## src/rtl/uart_frame_parser.sv

```systemverilog
// uart_frame_parser: turns the UART byte stream into ACU command frames
// (9 bytes) and plank configuration frames (22 bytes). It checks header,
// type, XOR checksum, footer and inter-byte timeout, and raises an ACK/NAK
// strobe for every frame outcome. Plank payloads are double-buffered, so a
// frame in progress never disturbs readers of the active bank.
module uart_frame_parser #(
  parameter int         TIMEOUT_CYC = 17360,
  parameter logic [7:0] HDR         = 8'hAA,
  parameter logic [7:0] FTR         = 8'h55
) (
  input  logic       i_clk_100,
  input  logic       i_rst,
  input  logic       i_rx_dv,
  input  logic [7:0] i_rx_byte,
  output logic [3:0] o_enable,
  output logic [5:0] o_ATT1,
  output logic [5:0] o_ATT2,
  output logic [5:0] o_ATT3,
  output logic [5:0] o_ATT4,
  output logic       o_BITE_CNTRL,
  output logic       o_SUB_ARRAY,
  output logic       o_acu_update,
  output logic       o_plank_valid,
  output logic [2:0] o_plank_id,
  output logic [3:0] o_plank_flags,
  input  logic [4:0] i_plank_rd_addr,
  output logic [7:0] o_plank_rd_data,
  output logic       o_ack_valid,
  output logic [7:0] o_ack_byte,
  output logic       o_frame_err,
  output logic [1:0] o_err_code
);

  localparam int            TO_W    = $clog2(TIMEOUT_CYC + 1);
  localparam logic [TO_W-1:0] TO_LAST = TO_W'(TIMEOUT_CYC - 1);

  typedef enum logic [2:0] {
    S_IDLE   = 3'd0,
    S_TYPE   = 3'd1,
    S_BODY   = 3'd2,
    S_CSUM   = 3'd3,
    S_FOOTER = 3'd4
  } state_t;

  state_t          r_state;
  state_t          w_next;
  logic [TO_W-1:0] r_to_cnt;
  logic [7:0]      r_xor;
  logic [3:0]      r_flags;
  logic            r_is_plank;
  logic [4:0]      r_idx;
  logic [5:0]      r_stg_att [0:3];
  logic            r_stg_sub;
  logic            r_stg_bite;
  logic [2:0]      r_stg_id;
  logic            r_active;
  logic [7:0]      r_mem [0:1][0:16];

  logic            w_expire;
  logic            w_type_ok;
  logic [4:0]      w_body_last;
  logic            w_good;
  logic            w_err;
  logic [1:0]      w_err_code;

  // Expiry only fires on a byte-less cycle: a byte arriving on the expiry
  // cycle is processed normally and restarts the count.
  assign w_expire    = (r_state != S_IDLE) && !i_rx_dv && (r_to_cnt == TO_LAST);
  assign w_type_ok   = (i_rx_byte[3:0] == 4'h1) || (i_rx_byte[3:0] == 4'h2);
  assign w_body_last = r_is_plank ? 5'd17 : 5'd4;

  // State register.
  always_ff @(posedge i_clk_100) begin
    if (i_rst) r_state <= S_IDLE;
    else       r_state <= w_next;
  end

  // Next-state logic: timeout aborts, otherwise advance on each received byte.
  always_comb begin
    w_next = r_state;
    if (w_expire) begin
      w_next = S_IDLE;
    end else if (i_rx_dv) begin
      case (r_state)
        S_IDLE:   if (i_rx_byte == HDR) w_next = S_TYPE;   else w_next = S_IDLE;
        S_TYPE:   if (w_type_ok)        w_next = S_BODY;   else w_next = S_IDLE;
        S_BODY:   if (r_idx == w_body_last) w_next = S_CSUM; else w_next = S_BODY;
        S_CSUM:   if (i_rx_byte == r_xor) w_next = S_FOOTER; else w_next = S_IDLE;
        S_FOOTER: w_next = S_IDLE;
        default:  w_next = S_IDLE;
      endcase
    end else begin
      w_next = r_state;
    end
  end

  // Outcome decode: which frame completes or is rejected on this cycle.
  always_comb begin
    w_good     = 1'b0;
    w_err      = 1'b0;
    w_err_code = 2'd0;
    if (w_expire) begin
      w_err      = 1'b1;
      w_err_code = 2'd3;
    end else if (i_rx_dv) begin
      case (r_state)
        S_TYPE: begin
          if (!w_type_ok) begin w_err = 1'b1; w_err_code = 2'd0; end
          else            begin w_err = 1'b0; end
        end
        S_CSUM: begin
          if (i_rx_byte != r_xor) begin w_err = 1'b1; w_err_code = 2'd1; end
          else                    begin w_err = 1'b0; end
        end
        S_FOOTER: begin
          if (i_rx_byte == FTR) begin w_good = 1'b1; end
          else                  begin w_err = 1'b1; w_err_code = 2'd2; end
        end
        default: begin
          w_good = 1'b0;
        end
      endcase
    end else begin
      w_good = 1'b0;
    end
  end

  // Frame datapath: timeout counter, checksum, staging and published outputs.
  always_ff @(posedge i_clk_100) begin
    if (i_rst) begin
      r_to_cnt      <= {TO_W{1'b0}};
      r_xor         <= 8'h00;
      r_flags       <= 4'h0;
      r_is_plank    <= 1'b0;
      r_idx         <= 5'd0;
      for (int i = 0; i < 4; i++) r_stg_att[i] <= 6'd0;
      r_stg_sub     <= 1'b0;
      r_stg_bite    <= 1'b0;
      r_stg_id      <= 3'd0;
      r_active      <= 1'b0;
      o_enable      <= 4'h0;
      o_ATT1        <= 6'd0;
      o_ATT2        <= 6'd0;
      o_ATT3        <= 6'd0;
      o_ATT4        <= 6'd0;
      o_BITE_CNTRL  <= 1'b0;
      o_SUB_ARRAY   <= 1'b0;
      o_acu_update  <= 1'b0;
      o_plank_valid <= 1'b0;
      o_plank_id    <= 3'd0;
      o_plank_flags <= 4'h0;
      o_ack_valid   <= 1'b0;
      o_ack_byte    <= 8'h00;
      o_frame_err   <= 1'b0;
      o_err_code    <= 2'd0;
    end else begin
      o_acu_update  <= 1'b0;
      o_plank_valid <= 1'b0;
      o_ack_valid   <= 1'b0;
      o_frame_err   <= 1'b0;

      if (i_rx_dv || (r_state == S_IDLE) || w_expire) r_to_cnt <= {TO_W{1'b0}};
      else                                            r_to_cnt <= r_to_cnt + TO_W'(1);

      if (i_rx_dv) begin
        case (r_state)
          S_IDLE: begin
            if (i_rx_byte == HDR) r_xor <= HDR;
          end
          S_TYPE: begin
            r_xor      <= r_xor ^ i_rx_byte;
            r_flags    <= i_rx_byte[7:4];
            r_is_plank <= (i_rx_byte[3:0] == 4'h2);
            r_idx      <= 5'd0;
          end
          S_BODY: begin
            r_xor <= r_xor ^ i_rx_byte;
            r_idx <= r_idx + 5'd1;
            if (r_is_plank) begin
              if (r_idx == 5'd17) r_stg_id <= i_rx_byte[2:0];
            end else if (r_idx < 5'd4) begin
              r_stg_att[r_idx[1:0]] <= i_rx_byte[5:0];
            end else begin
              r_stg_sub  <= i_rx_byte[1];
              r_stg_bite <= i_rx_byte[0];
            end
          end
          default: begin
            r_xor <= r_xor;
          end
        endcase
      end

      if (w_good) begin
        o_ack_valid <= 1'b1;
        o_ack_byte  <= 8'hEE;
        if (r_is_plank) begin
          r_active      <= ~r_active;
          o_plank_id    <= r_stg_id;
          o_plank_flags <= r_flags;
          o_plank_valid <= 1'b1;
        end else begin
          o_enable     <= r_flags;
          o_ATT1       <= r_stg_att[0];
          o_ATT2       <= r_stg_att[1];
          o_ATT3       <= r_stg_att[2];
          o_ATT4       <= r_stg_att[3];
          o_SUB_ARRAY  <= r_stg_sub;
          o_BITE_CNTRL <= r_stg_bite;
          o_acu_update <= 1'b1;
        end
      end

      if (w_err) begin
        o_ack_valid <= 1'b1;
        o_ack_byte  <= 8'hFF;
        o_frame_err <= 1'b1;
        o_err_code  <= w_err_code;
      end
    end
  end

  // Payload RAM write: plank body bytes go to the bank readers are not using.
  always_ff @(posedge i_clk_100) begin
    if (i_rx_dv && (r_state == S_BODY) && r_is_plank && (r_idx <= 5'd16)) begin
      r_mem[~r_active][r_idx] <= i_rx_byte;
    end
  end

  // Payload read port: registered, out-of-range addresses read as zero.
  always_ff @(posedge i_clk_100) begin
    if (i_rst)                          o_plank_rd_data <= 8'h00;
    else if (i_plank_rd_addr <= 5'd16)  o_plank_rd_data <= r_mem[r_active][i_plank_rd_addr];
    else                                o_plank_rd_data <= 8'h00;
  end

endmodule

```

## config.mk

```make
export PLATFORM = sky130hd
export DESIGN_NAME = uart_frame_parser
export DESIGN_NICKNAME = d
export VERILOG_FILES = /design/src/rtl/uart_frame_parser.sv
export SDC_FILE = /design/constraint.sdc
export NUM_CORES = 1
export LEC_CHECK = 0
export CORE_AREA = 8 8 217 219
export CTS_BUF_LIST = sky130_fd_sc_hd__clkbuf_4
export CTS_CLUSTER_DIAMETER = 100
export DETAILED_ROUTE_END_ITERATION = 6
export DIE_AREA = 0 0 225 227
export GPL_TIMING_DRIVEN = 0
export REMOVE_ABC_BUFFERS = 1
export SLEW_MARGIN = 20
export SYNTH_ARGS = -nofsm -noshare
export SYNTH_HDL_FRONTEND = slang
export SYNTH_SLANG_ARGS = --single-unit
```

## constraint.sdc

```tcl
create_clock -name i_clk_100 -period 2 [get_ports i_clk_100]
set_input_delay 0.4 -clock i_clk_100 [delete_from_list [all_inputs] [get_ports i_clk_100]]
set_output_delay 0.4 -clock i_clk_100 [all_outputs]
set_load 0.005 [all_outputs]
```

Yosys cells after proc, flatten, opt, wreduce, memory -nomap -nowiden --
Memories as Yosys holds them, arrays and structs flattened. A register that Yosys moved wholly into a read port is not among the register bits. Index checks and enable logic that the tools add are counted. Widths: inputs -> output; s select.
Operators by class: $mul 0, equal/unequal tests 14, muxes and demuxes 51, divide/modulo/power cells 0, $add $sub $neg 2, reduce and logical (&&, ||, !) cells 28, order comparisons 6, bitwise logic cells 8, shifts and indexed selects 0
Operator list (number):
- $mux 136 | 1
- $mux 8 | 6
- $bmux 8 s5 | 1
- $demux 8 s5 | 1
- $mux 1 | 29
- $pmux 8 s2 | 1
- $add 15x1->15 const B | 1
- $eq 15x15->1 const B | 1
- $ge 6x6->1 const B | 2
- $not 5->6 | 2
- $pmux 3 s4 | 1
- $le 5x5->1 const B | 2
- $mux 2 | 5
- $pmux 5 s2 | 1
- $reduce_or 2->1 | 5
- $eq 8x7->1 const B | 1
- $eq 8x8->1 | 1
- $eq 8x8->1 const B | 1
- $ne 8x8->1 | 1
- $reduce_and 2->1 | 4
- $reduce_and 4->1 | 2
- $xor 8x8->8 | 1
- $eq 3x2->1 const B | 2
- $logic_and 1x1->1 | 6
- 23 further kinds | 31
Word-level totals: input bits 16, bits in latches 0, ROM bits 0, output and inout port bits 59, memories kept 2, memory bits (writable) 296, register bits 77
Memories:
- r_mem | depth 2, width 136, rd ports 1, clocked after memory_dff 1, wr ports 1, RTL line 57 | logic [7:0] r_mem [0:1][0:16];
- r_stg_att | depth 4, width 6, rd ports 4, clocked after memory_dff 4, wr ports 4, RTL line 52 | logic [5:0] r_stg_att [0:3];

Longest topological paths before layout --
word-level depth 9, mapped depth 8

Least setup slack after synthesis --
No wires, ideal clock.
kind reg-to-reg, start point register r_state[2], end point memory r_mem[1][0] in the netlist's numbering, enable pin, buffers on the path 3, path slack -0.175 ns, arrival time 1.805 ns, cell stages (with the launch flop) 8, path through dfxtp_1 -> clkbuf_1 -> nor4bb_1 -> clkbuf_1 -> and2_1 -> buf_2 -> nand3_1 -> nor2_1
On the way: word-level cells in the longest chain between the ends 6
RTL lines:
- start: declaration | RTL line 45 | state_t r_state;
- start signal: assignment | RTL line 75 | else r_state <= w_next;
- $eq 3x2->1 | RTL line 225 | if (i_rx_dv && (r_state == S_BODY) && r_is_plank && (r_idx <= 5'd16)) begin
- $logic_and 1x1->1 (3 in series) | RTL line 225
- $mux 1 | RTL line 225
- $mux 136 (not written as such) | RTL line 226 | r_mem[~r_active][r_idx] <= i_rx_byte;
- end: declaration | RTL line 57
No other way between the ends.

Final worst setup path --
start point register r_idx[2], end point memory r_mem[1][32] in the netlist's numbering, enable pin
On the way: word-level cells in the longest chain between the ends 6, elaborated cells between the ends (all ways) 10
RTL lines:
- start: declaration | RTL line 51 | logic [4:0] r_idx;
- start signal: assignment | RTL line 178 | r_idx <= r_idx + 5'd1;
- $not 5->6 | RTL line 226
- $ge 6x6->1 (not written as such) / $lt 6x1->1 (equally long branches) | RTL line 226
- $logic_and 1x1->1 (not written as such) | RTL line 226
- $mux 8 (not written as such) | RTL line 226
- $demux 8 s5 | RTL line 226
- $mux 136 (not written as such) (*) | RTL line 226
Mark *: on every way between the ends. The rest lies on a longest branch, timed or not.

==> summary.txt <==
Clock network
  – H-tree depth: 3
  – Longest Clk Path Bufs: 3
  – Reg clk slew, reported paths: 0.06 ns
  – Total CTS buffers: 102
  – Worst-Skew Late Latency: 0.78 ns
  – CTS tree: built
  – Total clock sinks: 392
  – Clock root cell: clkbuf_4

Route
  – Via/cell ratio: 5.040
  – DR iter-0 viols: 565
  – Detailed Route WL: 37780 um
  – DRC Markers: 0
  – Final ANT Viol Nets: 0
  – First-pass detailed-route iteration total: 5
  – Drt wl/cell: 19.99 um
  – Vias: 9526

Critical path
  – CP startpoint kind: register
  – Critical Path Fanout Max: 8
  – Worst r2r dst: r_mem[1][32]
  – CP Capture Type: register
  – Crit path DAT: 2.48 ns
  – FF-to-FF Start: r_idx[2]
  – Critical Path Sink: r_mem[1][32]
  – Crit-path slowest cell: o41ai_4
  – CP Class: register to register
  – Max stage delay on crit path: 0.40 ns
  – CP startpoint: r_idx[2]
  – CP Cell Sequence: o41ai_4, nor2b_4, buf_6, nand3_4, nor2_4
  – Reg2Reg Depth: 5
  – Required time worst endpoint: 2.44 ns
  – R2R Setup Slk: -0.04 ns

STA
  – Max Freq: 491.2 MHz
  – Minimum clock period: 2.036 ns
  – Final Slew Violations: 0
  – Setup violators final: 46
  – RSZ-0062 raised after global routing: yes
  – Final hold vios: 0
  – Actual slew at the worst max-slew pin: 1.022 ns
  – Max Clock Skew: 0.05059 ns
  – Tcrit/Tclk final: 1.018
  – Final Worst Setup Slack: -0.03591 ns
  – Relative slew margins: 0.3164
  – WHS: 0.1132 ns

Placed design
  – Post-DP HPWL: 22440 um
  – GPL Wtd Cong: 0.7982
  – Port Buf Inserts: 74

Power and ir drop
  – Clock share of power: 0.429
  – Total power divided by cell area: 823.7 nW/um2
  – Leakage Power: 0.006829 uW
  – Sequential Power Share: 0.530
  – P_sw: 3651 uW
  – Worst vdd ir: 397.8 uV
  – Final Power: 16570 uW
  – Sw Ratio: 0.2204
  – Cell internal pwr: 12920 uW
  – Comb pwr share: 0.040

Cells and area
  – Commonest non-fill, non-tap cell in the layout: edfxtp_1
  – Share of cells above drive strength 1: 0.3531
  – Final net count: 1238
  – Area delta synth->final: 29.75%
  – Most frequent cells in the layout: edfxtp_1, clkbuf_4, nor2_1

Synth
  – Post-synth EDFFs: 296
  – Multiplexer share of the synthesized area: 0.1227
  – Main synth FF type: edfxtp_1
  – Yosys reg bits: 392
  – Post-Synth Simple-Gate Area: 0.09122
  – Compound-Gate Fraction of Synth Area: 0.04868
  – Main combinational cell family by area after synthesis: multiplexers
  – Synth Area in XOR/XNOR: 0.01300
  – Post-synthesis sequential area ratio: 0.6974
  – Ys async rst share: 0
  – Mean Syn Cell Area: 15.11 um2
  – Synth Area in Adders: 0.004036
  – Ys Warns: 0
  – Netlist cell types: 65
  – Post-synthesis cell count: 1026
  – Cell area after synthesis: 15500 um2

Floorplanning
  – Initial cell density of the core: 0.3552
  – Die height: 227 um
  – Die Wd: 225 um
  – Core Area: 43640 um2
  – Die area: 51080 um2
  – I/O pin count: 75
  – # rows: 77

Global route
  – Vias in the first global route: 9974
  – Initial antenna violation count: 1
  – Total GRT Usage: 0.1470
  – Largest net degree at the start of global routing: 59
  – GR Overflow Total: 0
  – First-pass GRT wire length: 57980 um

Hold path
  – Hold Crit Class: input pin to register

Flow run
  – Max Cap Violations: 0

Outcome
  – Failing checks: setup timing
  – Outcome: complete, but fails checks
logic make-up (layout without fill, tap and decap cells):
group / count (synthesis) / after routing
flip-flops: 392 / 392
AND/OR/NAND/NOR: 290 / 290
multiplexers: 138 / 138
AO/OA/AOI/OAI: 103 / 103
buffers and inverters: 75 / 346
XOR/XNOR: 23 / 23
adder cells (fa/ha/maj): 5 / 5
other: 0 / 1
metal layers:
metal  GRT usage  vias to the layer above  wire (um)
met1      0.1851                     4774      16010
met4     0.06098                        0       1243
li1            -                     4358          -
met5           0                        -          0
met3     0.04083                       82       2452
met2      0.2375                      312      18070
through the flow:
step,area [um2],setup TNS (ns),setup slack (ns),cells,util
floorplan,15170,-172.20,-2.534,958,-
global placement,16650,-984.72,-4.359,1624,0.3816
detailed placement,16920,-586.97,-1.940,1636,0.3877
CTS,19880,-0.1481,-0.04647,1876,0.4555
global route,20110,-6.472,-0.1101,1890,0.4608
finish,20110,-0.6037,-0.03591,1890,0.4608
worst min-delay path by stage:
stage	slack (ns)	depth (start not counted)	to	from
final	0.11	1	r_mem[1][12]	i_rx_byte[4]
after floorplan	0.42	1	r_to_cnt[0]	r_to_cnt[0]
after CTS	0.03	1	r_mem[1][36]	i_rx_byte[4]
after global placement	0.43	1	r_to_cnt[0]	r_to_cnt[0]
after detailed placement	0.44	1	r_to_cnt[0]	r_to_cnt[0]
after global routing	0.05	1	r_mem[1][85]	i_rx_byte[5]
final cells by class:
type                       instances  area (um2)
fill                            3813       23530
tap                              592       740.7
sequential                       392       10840
inverter                           7       26.28
clock inverter                    22       143.9
multi-input combinational        559        5192
clock buffer                     162        1216
antenna                            1       2.502
timing repair buffer             155        1951
flip-flops by register name (all words and copies together), names as in the netlist, 4 cells and up, named ones only:
name and count:
o_plank_flags 4, r_mem 272, r_idx 5, o_plank_rd_data 8
o_ATT2 6, r_stg_att 24, r_flags 4, o_ATT1 6
o_ATT3 6, o_ATT4 6, o_enable 4, r_xor 8
r_to_cnt 15
synth_stat cells, types with 3 or more instances:
cell type / count / area [um2]
a211oi_1: 4 / 30.03
a21oi_1: 21 / 105.1
a221oi_1: 7 / 61.31
a311oi_1: 6 / 52.55
a31oi_1: 8 / 50.05
and2_1: 26 / 162.7
and3_1: 6 / 37.54
buf_1: 5 / 18.77
buf_2: 17 / 85.08
buf_4: 12 / 90.09
clkbuf_1: 33 / 123.9
dfxtp_1: 96 / 1922
edfxtp_1: 296 / 8889
ha_1: 5 / 62.56
inv_1: 7 / 26.28
mux2_2: 16 / 180.2
mux2i_1: 82 / 820.8
mux4_2: 40 / 900.9
nand2_1: 55 / 206.5
nand2b_1: 5 / 31.28
nand3_1: 24 / 120.1
nand3b_1: 5 / 37.54
nand4_1: 7 / 43.79
nor2_1: 120 / 450.4
nor2b_1: 5 / 31.28
nor3_1: 8 / 40.04
nor3b_1: 3 / 22.52
nor4bb_1: 5 / 50.05
o211ai_1: 4 / 30.03
o21ai_0: 6 / 30.03
o21bai_1: 3 / 22.52
o221ai_1: 11 / 96.34
o22a_1: 4 / 35.03
o22ai_1: 5 / 31.28
o32ai_1: 8 / 70.07
or2_2: 5 / 31.28
xnor2_1: 16 / 140.1
xor2_1: 7 / 61.31
power by group through the flow:
stage	clock network [uW]	logic (uW)	registers, uW
global route	7730	713	8780
detailed placement	0	582	8970
floorplan	0	189	8970
finish	7110	667	8790
global placement	0	541	8980
CTS	7320	646	8790
worst max-delay path, delay by kind of cell (launching register included):
kind	cells	cell delay, ns
AND/OR/NAND/NOR	3	0.79
AO/OA/AOI/OAI	1	0.40
flip-flops	1	0.37
buffers and inverters	1	0.13
timing repair:
action	in CTS	in global routing
endpoints found under the setup margin	423	249
resized for setup	242	37
pin swaps	53	32
endpoints found under the hold margin	16	0
setup buffers	51	17
gates cloned	4	0
hold buffers	1	0
No activity file was read; power rests on OpenSTA's default activity.
==> edit 1: new RTL, same settings <==
Encoding of `state_t`: now one-hot (5 bits for 5 states).
--- a/src/rtl/uart_frame_parser.sv
+++ b/src/rtl/uart_frame_parser.sv
@@ -34,12 +34,12 @@
   localparam int            TO_W    = $clog2(TIMEOUT_CYC + 1);
   localparam logic [TO_W-1:0] TO_LAST = TO_W'(TIMEOUT_CYC - 1);
 
-  typedef enum logic [2:0] {
-    S_IDLE   = 3'd0,
-    S_TYPE   = 3'd1,
-    S_BODY   = 3'd2,
-    S_CSUM   = 3'd3,
-    S_FOOTER = 3'd4
+  typedef enum logic [4:0] {
+    S_IDLE   = 5'b00001,
+    S_TYPE   = 5'b00010,
+    S_BODY   = 5'b00100,
+    S_CSUM   = 5'b01000,
+    S_FOOTER = 5'b10000
   } state_t;
 
   state_t          r_state;
Formal check against the unedited RTL: same outputs for any inputs over 4 cycles, from zero or initial values and one cycle with i_rst high; so few cycles prove little.
==> edit 1 against the original RTL <==
The flow still finishes with violations (negative setup slack). Setup slack got worse by 0.050 ns. Sequential cell count rose by 2. Synthesized cell count rose by 7.3%. Combinational power fell by 21%. Power fell by 3.4%. Die area did not move. Synthesized area rose by 2.3%. Routed wire length rose by 1.7%. Design area barely moved. Sequential share of layout area rose by 0.19 points. Critical endpoint is now r_mem[1][34]. Highest routed layer unchanged.
==> edit 1: results (changes against the original RTL) <==
metric	value	unit	change
gp_congestion	0.7754		-2.9%
setup_viol	211		+360%
buffer_area_share	9.510	%	-0.19 points
grt_max_degree	52		-12%
multi_input_area	5254	µm²	+1.2%
slowest_stage	dfxtp_4		
antenna_found_initial	2		+1
synth_area_per_cell	14.40	µm²	-4.7%
vias_per_cell	5.087		+0.94%
tightest_slew	0.8900	ns	-0.1323 ns
cts.repair.resized	224		-7.4%
cts_buffers	100		-2.0%
comb_power_share	3.3	%	-0.7 points
dpl_cell_area	17250	µm²	+1.9%
routed_wirelength	38440	µm	+1.7%
drt-initial-drc-count	650		+15%
post-cts-setup-buffers	65		+27%
io_buffers	74		unchanged
synth_common_cells	296 x edfxtp_1, 98 x dfxtp_1, 90 x nand2_1		
synthTopCellsByArea	edfxtp_1 56%, dfxtp_1 12%, mux4_2 5.7%		
nets	1318		+6.5%
yosysWarnings	0		unchanged
wl_met3	2245	µm	-8.4%
fillers	3865		+1.4%
met2_usage	24.27	%	+0.52 points
diodes	2		+1
ys_seq_area_share	68.44	%	-1.3 points
nNonClkInverters	17		+10
powerSeq	8.80	mW	about the same
drive_above_1_share	31.63	%	-3.7 points
violations	negative setup slack		
met1_length	16600	µm	+3.7%
vias	10002		+5.0%
multi_input_cells	618		+11%
status	finished, violations left		
pwr-share-seq	55.0	%	+2.0 points
dp_cells	1709		+4.5%
p_leak	6.809	nW	-0.30%
worst_slack	-0.08633	ns	-0.05042 ns
clockBufferCount	158		-2.5%
swShare	21.75	%	-0.29 points
dr_wl_met2	18710	µm	+3.6%
slowest_delay	0.37	ns	-0.03 ns
clock_skew	0.05862	ns	+0.008030 ns
grt_pass1_vias	10256		+2.8%
syn_inst	1101		+7.3%
vdd_drop_max	351.8	µV	-12%
syn_to_final_growth	26.98	%	
path_clk_slew	0.07	ns	
seq_area	10890	µm²	+0.45%
signal_buffers	166		+7.1%
ys_ff_latch	394		+0.51%
grt_use_met3	3.581	%	-0.50 points
clockNetworkAreaShare	6.284	%	-0.48 points
drt-pass1-iter-count	7		+2
grt_usage	14.97	%	+0.27 points
synth_cell_type_count	82		+26%
grt_util_met1	19.37	%	+0.85 points
grt_pass1_wl	59170	µm	+2.0%
edit 1: through the flow:
| stage | worst slack (ns) | utilization [%] | setup TNS, ns |
|---|---|---|---|
| floorplan | -3.021 | - | -48.78 |
| global placement | -4.840 | 38.89 | -914.67 |
| detailed placement | -1.733 | 39.52 | -542.84 |
| CTS | -0.09045 | 45.66 | -2.881 |
| global route | -0.1699 | 46.13 | -26.62 |
| finish | -0.08633 | 46.13 | -5.532 |
edit 1: cell families after synthesis:
logic type,share of synthesized area [%]
compound gates,6.906
fa+ha+maj,0.3946
xor+xnor,1.050
buf+inv,2.699
simple gates,10.36
mux,10.15
flops,68.44
edit 1: worst paths after layout:
path / from / endpoint / slack (ns)
max reg2reg: r_state[0] / r_mem[1][34] / -0.09
min: i_rx_byte[2] / r_mem[1][106] / 0.10
max: r_state[0] / r_mem[1][34] / -0.09
min reg2reg: o_ATT3[5] / o_ATT3[5] / 0.45
==> edit 2: new RTL, same settings <==
Without the edit above. Set the parameter `TIMEOUT_CYC` to 34720 (it was 17360).
--- a/src/rtl/uart_frame_parser.sv
+++ b/src/rtl/uart_frame_parser.sv
@@ -4,7 +4,7 @@
 // strobe for every frame outcome. Plank payloads are double-buffered, so a
 // frame in progress never disturbs readers of the active bank.
 module uart_frame_parser #(
-  parameter int         TIMEOUT_CYC = 17360,
+  parameter int         TIMEOUT_CYC = 34720,
   parameter logic [7:0] HDR         = 8'hAA,
   parameter logic [7:0] FTR         = 8'h55
 ) (
Behaviour: same outputs for any inputs over 4 cycles, from zero or initial values and one cycle with i_rst high; that may be too few to reach the edited logic, so the function may still have changed.
==> edit 2 against the original RTL <==
Final cell count rose by 1.4%. Synthesized area rose by 0.75%. Setup slack got worse by 0.071 ns. The run still ends with negative setup slack left. Power fell by 3.7%. Hold slack got worse by 0.037 ns. Routed wire length rose by 0.39%. Utilization fell by 1.0 points. Sequential cell count rose by 1. Design area fell by 2.2%. Critical path type is now primary input to flop. Largest cell class unchanged. Global-route usage fell by 0.072 points. Fmax fell by 3.4%.
==> edit 2: results (changes against the original RTL) <==
metric	value	unit	change
nNonClkInverters	12		+5
dp_cells	1674		+2.3%
grt_use_met3	3.839	%	-0.24 points
clockBufferCount	146		-9.9%
r2r_slack	-0.06	ns	-0.02 ns
pre_cts_ws	-1.799	ns	+0.1407 ns
clk_latency	0.74	ns	-0.04 ns
slowest_delay	0.77	ns	+0.37 ns
grt_usage	14.63	%	-0.072 points
drt-initial-drc-count	603		+6.7%
vias	9630		+1.1%
worst_slack	-0.1070	ns	-0.07109 ns
antenna_found_initial	2		+1
dpl_cell_area	17000	µm²	+0.46%
synth_cell_type_count	61		-6.2%
grt_pass1_wl	57550	µm	-0.75%
nets	1273		+2.8%
cts_buffers	96		-5.9%
synthTopCellsByArea	edfxtp_1 57%, dfxtp_1 12%, mux4_2 5.3%		
vdd_drop_max	457.5	µV	+15%
met2_usage	22.93	%	-0.82 points
multi_input_cells	593		+6.1%
vias_per_cell	5.026		-0.28%
syn_inst	1065		+3.8%
grt_max_degree	56		-5.1%
fillers	3873		+1.6%
relSlewSlack	45.04	%	+13 points
status	finished, violations left		
violations	negative setup slack		
largest_registers	r_mem (272), r_stg_att (24), r_to_cnt (16)		
clock_skew	0.03217	ns	-0.01842 ns
clockNetworkAreaShare	6.116	%	-0.65 points
dr_wl_met2	17500	µm	-3.2%
wl_met3	2538	µm	+3.5%
ys_seq_area_share	69.35	%	-0.39 points
signal_buffers	156		+0.65%
clock_sinks	393		+0.26%
crit_path_start	i_plank_rd_addr[3]		
buffer_area_share	8.833	%	-0.87 points
met1_length	16870	µm	+5.4%
drive_above_1_share	30.86	%	-4.5 points
multi_input_area	5064	µm²	-2.5%
dp_hpwl	22710	µm	+1.2%
swShare	22.14	%	+0.10 points
p_leak	6.660	nW	-2.5%
seq_area	10860	µm²	+0.19%
setup_viol	4		-91%
crit_fanout	10		+2
powerSeq	8.80	mW	about the same
routed_wirelength	37930	µm	+0.39%
edit 2: changes by cell type in the layout (fill, tap and decap cells not counted), moves of 7 or more:
cell,unedited run,this run
o21ai_0,6,15
nor2b_1,0,9
nand4_1,7,16
nand3_4,8,0
buf_4,26,44
a21oi_1,21,49
o22ai_1,2,16
nand2_2,17,4
nor2_1,84,57
nand2_1,37,82
mux2i_1,80,73
clkbuf_4,162,146
buf_12,39,22
edit 2: critical path, delay by kind of cell:
family                 cells  cell delay (ns)
buffers and inverters      2             1.33
AO/OA/AOI/OAI              3             0.57
AND/OR/NAND/NOR            1             0.39
edit 2: kinds of logic after synthesis:
group,share of synthesized area (%)
XOR/XNOR,1.290
flip-flops,69.35
multiplexers,10.94
adder cells (fa/ha/maj),0.4006
buffers and inverters,2.596
AND/OR/NAND/NOR,9.671
AO/OA/AOI/OAI,5.753
edit 2: repair_timing:
| action | CTS | global route |
|---|---|---|
| cloned | 3 | 1 |
| buffers inserted | 41 | 27 |
| pin swaps | 32 | 26 |
| hold buffers | 2 | 0 |
| gates resized for setup | 196 | 37 |
| hold endpoints to repair | 19 | 0 |
| setup endpoints to repair | 425 | 332 |
edit 2: how the worst min path moves through the flow:
stage / start / cells after the start / slack (ns) / end
2_1_floorplan: r_stg_bite / 2 / 0.43 / o_BITE_CNTRL
3_3_place_gp: r_to_cnt[0] / 1 / 0.44 / r_to_cnt[0]
3_5_place_dp: o_enable[2] / 2 / 0.45 / o_enable[2]
4_1_cts: i_rx_byte[4] / 1 / 0.005 / r_mem[0][44]
5_1_grt: i_rx_byte[5] / 1 / 0.02 / r_mem[0][109]
6_report: i_rx_byte[4] / 1 / 0.08 / r_mem[0][44]
